===== config.mk =====
export PLATFORM = sky130hd
export DESIGN_NAME = rll_deframer
export DESIGN_NICKNAME = d
export VERILOG_FILES = /design/src/rtl/rll_pkg.sv /design/src/rtl/rll_bit_deser.sv /design/src/rtl/rll_deframer.sv
export SDC_FILE = /design/constraint.sdc
export NUM_CORES = 1
export LEC_CHECK = 0
export ABC_AREA = 1
export BUFFER_PORTS_ARGS = -buffer_cell sky130_fd_sc_hd__buf_4
export CAP_MARGIN = 20
export CORE_ASPECT_RATIO = 0.8
export CORE_MARGIN = 2
export CORE_UTILIZATION = 53
export CTS_CLUSTER_SIZE = 16
export DETAILED_ROUTE_END_ITERATION = 8
export MAX_ROUTING_LAYER = met4
export PLACE_DENSITY = 0.86
export SLEW_MARGIN = 20
export SYNTH_ARGS = -nofsm -noshare
export SYNTH_HDL_FRONTEND = slang
export SYNTH_HIERARCHICAL = 1
export SYNTH_SLANG_ARGS = --single-unit

===== constraint.sdc =====
create_clock -name clk -period 1.6 [get_ports clk]
set_input_delay 0.4 -clock clk [delete_from_list [all_inputs] [get_ports clk]]
set_output_delay 0.4 -clock clk [all_outputs]
set_load 0.03 [all_outputs]

===== src/rtl/rll_pkg.sv =====
// Shared types and constants for the RLL deframer: FSM states, default sync
// pattern and byte geometry.
package rll_pkg;

   localparam int          BYTE_W       = 8;
   localparam int          CNT_W        = $clog2(BYTE_W);
   localparam logic [7:0]  SYNC_DEFAULT = 8'hB8;

   typedef enum logic [1:0] {
      HUNT  = 2'd0,
      DATA  = 2'd1,
      CHECK = 2'd2
   } state_t;

endpackage


===== src/rtl/rll_bit_deser.sv =====
// Serial-to-parallel front end: 8-bit MSB-first shift window plus a bit
// counter that flags the edge consuming the last bit of a byte.
module rll_bit_deser
   import rll_pkg::*;
(
   input  logic              clk,
   input  logic              rst,
   input  logic              clr,
   input  logic              bit_in,
   input  logic              bit_valid,
   output logic [BYTE_W-1:0] word_nxt,
   output logic              last_bit
);

   logic [BYTE_W-1:0] sr_q, sr_d;
   logic [CNT_W-1:0]  cnt_q, cnt_d;

   // word_nxt is the window including the bit being consumed this edge
   always_comb begin
      word_nxt = {sr_q[BYTE_W-2:0], bit_in};
      last_bit = bit_valid && (cnt_q == CNT_W'(BYTE_W - 1));
      sr_d     = sr_q;
      cnt_d    = cnt_q;
      if (clr) begin
         sr_d  = '0;
         cnt_d = '0;
      end else if (bit_valid) begin
         sr_d  = word_nxt;
         cnt_d = cnt_q + CNT_W'(1);
      end
   end

   always_ff @(posedge clk) begin
      if (rst) begin
         sr_q  <= '0;
         cnt_q <= '0;
      end else begin
         sr_q  <= sr_d;
         cnt_q <= cnt_d;
      end
   end

endmodule


===== src/rtl/rll_deframer.sv =====
// Frame aligner for the RLL decoder bit stream: hunts for the sync word,
// delivers payload bytes and flywheels over up to MISS_MAX-1 bad syncs.
// Optional statistics counters are enabled with RLL_DEFRAMER_STATS_EN.
//
// state | meaning
// HUNT  | searching every bit position for SYNC_WORD, unlocked
// DATA  | locked, assembling FRAME_BYTES payload bytes
// CHECK | locked, collecting the expected sync word
module rll_deframer
   import rll_pkg::*;
#(
   parameter logic [7:0] SYNC_WORD   = SYNC_DEFAULT,
   parameter int         FRAME_BYTES = 4,
   parameter int         MISS_MAX    = 2
) (
   input  logic              clk,
   input  logic              rst,
   input  logic              bit_in,
   input  logic              bit_valid,
   output logic [BYTE_W-1:0] byte_out,
   output logic              byte_valid,
   output logic              locked,
   output logic              sync_err
`ifdef RLL_DEFRAMER_STATS_EN
   ,
   output logic [15:0]       frame_cnt,
   output logic [15:0]       err_cnt
`endif
);

   state_t            state_q, state_d;
   logic [7:0]        byte_cnt_q, byte_cnt_d;
   logic [3:0]        miss_cnt_q, miss_cnt_d;
   logic [BYTE_W-1:0] byte_out_q, byte_out_d;
   logic              byte_valid_q, byte_valid_d;
   logic              locked_q, locked_d;
   logic              sync_err_q, sync_err_d;
   logic              deser_clr;
   logic              good_sync;
   logic [BYTE_W-1:0] word_nxt;
   logic              last_bit;

   rll_bit_deser u_deser (
      .clk       (clk),
      .rst       (rst),
      .clr       (deser_clr),
      .bit_in    (bit_in),
      .bit_valid (bit_valid),
      .word_nxt  (word_nxt),
      .last_bit  (last_bit)
   );

   always_comb begin
      state_d      = state_q;
      byte_cnt_d   = byte_cnt_q;
      miss_cnt_d   = miss_cnt_q;
      byte_out_d   = byte_out_q;
      byte_valid_d = 1'b0;
      locked_d     = locked_q;
      sync_err_d   = 1'b0;
      deser_clr    = 1'b0;
      good_sync    = 1'b0;
      if (bit_valid) begin
         case (state_q)
            HUNT: begin
               if (word_nxt == SYNC_WORD) begin
                  state_d    = DATA;
                  locked_d   = 1'b1;
                  byte_cnt_d = '0;
                  deser_clr  = 1'b1;
                  good_sync  = 1'b1;
               end
            end
            DATA: begin
               if (last_bit) begin
                  byte_out_d   = word_nxt;
                  byte_valid_d = 1'b1;
                  if (byte_cnt_q == 8'(FRAME_BYTES - 1)) begin
                     byte_cnt_d = '0;
                     state_d    = CHECK;
                  end else begin
                     byte_cnt_d = byte_cnt_q + 8'd1;
                  end
               end
            end
            CHECK: begin
               if (last_bit) begin
                  if (word_nxt == SYNC_WORD) begin
                     miss_cnt_d = '0;
                     state_d    = DATA;
                     good_sync  = 1'b1;
                  end else begin
                     sync_err_d = 1'b1;
                     // miss_cnt restarts so a later re-acquisition gets the full budget
                     if (miss_cnt_q + 4'd1 == 4'(MISS_MAX)) begin
                        miss_cnt_d = '0;
                        state_d    = HUNT;
                        locked_d   = 1'b0;
                        deser_clr  = 1'b1;
                     end else begin
                        miss_cnt_d = miss_cnt_q + 4'd1;
                        state_d    = DATA;
                     end
                  end
               end
            end
            default: begin
               state_d  = HUNT;
               locked_d = 1'b0;
            end
         endcase
      end
   end

   always_ff @(posedge clk) begin
      if (rst) begin
         state_q      <= HUNT;
         byte_cnt_q   <= '0;
         miss_cnt_q   <= '0;
         byte_out_q   <= '0;
         byte_valid_q <= 1'b0;
         locked_q     <= 1'b0;
         sync_err_q   <= 1'b0;
      end else begin
         state_q      <= state_d;
         byte_cnt_q   <= byte_cnt_d;
         miss_cnt_q   <= miss_cnt_d;
         byte_out_q   <= byte_out_d;
         byte_valid_q <= byte_valid_d;
         locked_q     <= locked_d;
         sync_err_q   <= sync_err_d;
      end
   end

   assign byte_out   = byte_out_q;
   assign byte_valid = byte_valid_q;
   assign locked     = locked_q;
   assign sync_err   = sync_err_q;

`ifdef RLL_DEFRAMER_STATS_EN
   logic [15:0] frame_cnt_q, frame_cnt_d;
   logic [15:0] err_cnt_q, err_cnt_d;

   always_comb begin
      frame_cnt_d = frame_cnt_q;
      err_cnt_d   = err_cnt_q;
      if (good_sync && frame_cnt_q != 16'hFFFF) frame_cnt_d = frame_cnt_q + 16'd1;
      if (sync_err_d && err_cnt_q != 16'hFFFF)  err_cnt_d   = err_cnt_q + 16'd1;
   end

   always_ff @(posedge clk) begin
      if (rst) begin
         frame_cnt_q <= '0;
         err_cnt_q   <= '0;
      end else begin
         frame_cnt_q <= frame_cnt_d;
         err_cnt_q   <= err_cnt_d;
      end
   end

   assign frame_cnt = frame_cnt_q;
   assign err_cnt   = err_cnt_q;
`endif

endmodule


==> flow_summary.json <==
{
  "status": "finished clean",
  "wl_met3_um": 287,
  "n_antenna_cell": 0,
  "cts-buffers-inserted": 5,
  "fin_util": 0.6794,
  "cts_sinks": 35,
  "cellPowerDensity_nw_per_um2": 832.0,
  "overflow": 0,
  "synth_ff_type": "dfxtp_1",
  "dieArea_um2": 3988,
  "yosysSeqAreaShare": 0.3781,
  "min_period_ns": 1.564,
  "clk_latency_ns": 0.30,
  "cts.hold.buffers_added": 0,
  "post-route-drc-count": 0,
  "die_h_um": 56.89,
  "grt_pass1_vias": 1694,
  "critPathArrivalTime_ns": 1.81,
  "crit_fanout": 5,
  "ys_top_cells_by_count": "nand2_1 (65), nor2_1 (47), dfxtp_1 (35)",
  "critPathRequiredTime_ns": 1.84,
  "die_x_um": 70.11,
  "synth_edf_count": 0,
  "vdd_drop_max_v": 0.0006101,
  "fill_cells": 278,
  "hold_class": "input port to flop",
  "num_io_pins": 15,
  "area_growth_pct": 24.65,
  "synth_top_area_share": 0.3781,
  "num_vias": 1774,
  "start_kind": "flop",
  "cts_tree": "built",
  "drive_gt1_frac": 0.3092,
  "stdcell_area_um2": 2310,
  "setup_viol": 0,
  "yosys_register_bits": 35,
  "syn-cell-area_um2": 1853,
  "yosys-mux-area-fraction": 0,
  "layout.area.seq_um2": 713.2,
  "first_pass_iters": 4,
  "port_buffers": 14,
  "synthArstFlopShare": 0,
  "fp.coreArea_um2": 3400,
  "avgViaCountPerCell": 5.127,
  "syn_avg_cell_area_um2": 6.889,
  "synth_top_family_by_area": "simple AND/OR/NAND/NOR gates",
  "rsz0062_at_grt": "yes",
  "clkTransAtPathRegs_ns": 0.08,
  "wl_met2_um": 2039,
  "finalWirelength_um": 4315,
  "synth-compound-area-share": 0.07698,
  "drv_slew": 0,
  "cts_max_level": 2,
  "synth_cell_types": 31,
  "synth.top_cells.by_area": "dfxtp_1 (38%), nand2_1 (13%), nor2_1 (9.5%)",
  "syn_nets": 278,
  "place_congestion": 0.9311,
  "route.layer.met1.wl_um": 1928,
  "grt_pass1_wl_um": 7307,
  "dpl_cell_area_um2": 2062,
  "critPathKind": "flop to flop",
  "top_layer_used": "met4",
  "yosys.area_share.simple": 0.3970,
  "synth_top_area_cell": "dfxtp_1",
  "cts-root-to-sink-buffers": 2,
  "end_kind": "flop",
  "finalCritPeriodShare": 0.9777,
  "final_nets": 312,
  "fin_worst_skew_ns": 0.006229,
  "synthAdderAreaFrac": 0.03376,
  "synth_xor_area_frac": 0.009453,
  "max_freq_ghz": 0.6392,
  "grt_usage": 0.2381,
  "wl_per_cell_um": 12.47,
  "antenna_left": 0,
  "relSlewSlack": 0.7353,
  "grt_max_degree": 14,
  "final-hold-violation-count": 0,
  "maxCapViolations": 0,
  "root_buffer": "clkbuf_8",
  "antenna_found_initial": 0,
  "start_util": 0.5451,
  "tightest_slew_ns": 0.3966,
  "yosysWarnings": 6,
  "dp_hpwl_um": 2948,
  "p_leak_nw": 1.011,
  "rows": 19,
  "synth.most_common_cell": "nand2_1",
  "drtIter0Drc": 168,
  "multi_input_area_um2": 1039,
  "syn_inst": 269
}
-- per-layer routing --
layer	vias up	GRT usage
met3	9	0.05386
met1	817	0.2838
met4	0	0.09615
met2	44	0.3918
li1	904	-
met5	-	-
-- logic make-up (layout without fill, tap and decap cells) --
logic type,after synthesis,in the layout
buf+inv,44,78
fa+ha+maj,5,5
simple gates,157,158
compound gates,26,26
flops,35,35
xor+xnor,2,2
-- placed cells by master, fill, tap and decap left out, drive strengths merged --
| cell type | count |
|---|---|
| a211oi | 1 |
| a21oi | 15 |
| buf | 32 |
| clkbuf | 6 |
| clkinv | 1 |
| clkinvlp | 1 |
| dfxtp | 35 |
| ha | 5 |
| inv | 38 |
| nand2 | 71 |
| nand3 | 16 |
| nand4 | 4 |
| nor2 | 59 |
| nor3 | 5 |
| nor3b | 1 |
| o21a | 1 |
| o21ai | 9 |
| or2 | 2 |
| xor2 | 2 |
-- critical path: stages, from the launching register on --
cell and delay [ns]:
dfxtp_4 0.37, ha_4 0.16, inv_2 0.05, nand2_2 0.05, nand2_2 0.11, nor2_4 0.04
nand3_2 0.07, nor3_2 0.04, o21a_2 0.25, nor2_4 0.16, nand2_1 0.10, nor2_2 0.08
-- through the flow --
stage	setup TNS (ns)	instances	setup slack, ns	power (mW)	hold slack, ns
2_1_floorplan	0	269	0.01546	1.150	0.4530
5_1_grt	-0.5591	346	-0.07646	2.001	0.3984
3_3_place_gp	-0.3702	332	-0.04561	1.211	0.4647
3_5_place_dp	-0.5557	332	-0.07062	1.222	0.4762
6_report	0	346	0.03564	1.922	0.4010
4_1_cts	0	341	0.009601	1.911	0.3767
-- flip-flops by register name (all words and copies together), names as in the netlist --
| name | count |
|---|---|
| miss_cnt_q | 4 |
| byte_out | 8 |
| locked | 1 |
| u_deser/cnt_q | 3 |
| byte_cnt_q | 8 |
| byte_valid | 1 |
| u_deser/sr_q | 7 |
| sync_err | 1 |
| state_q | 2 |
-- where the power goes --
part / total [mW] / internal (mW) / switching, mW
sequential: 0.932 / 0.900 / 0.0320
clock: 0.705 / 0.351 / 0.353
combinational: 0.285 / 0.102 / 0.183
-- final timing paths --
path                  from  slack, ns               to  cells past startpoint
min                    rst       0.40    miss_cnt_q[1]                      2
min reg2reg  miss_cnt_q[3]       0.49    miss_cnt_q[3]                      2
max          miss_cnt_q[1]       0.04  u_deser/sr_q[2]                     11
max reg2reg  miss_cnt_q[1]       0.04  u_deser/sr_q[2]                     11
-- timing repair --
action | CTS | global route
setup endpoints to repair | 14 | 28
hold endpoints to repair | 0 | 0
resized for setup | 3 | 30
pin swaps | 2 | 10
cloned | 0 | 1
buffers inserted | 1 | 4
-- cell type report --
type	instances	area share
Inverter	38	0.06501
Clock buffer	6	0.03575
Clock inverter	2	0.007042
Timing Repair Buffer	32	0.1111
Multi-Input combinational cell	191	0.4496
Tap cell	42	0.02275
Sequential cell	35	0.3088
(Power assumes the default switching activity.)
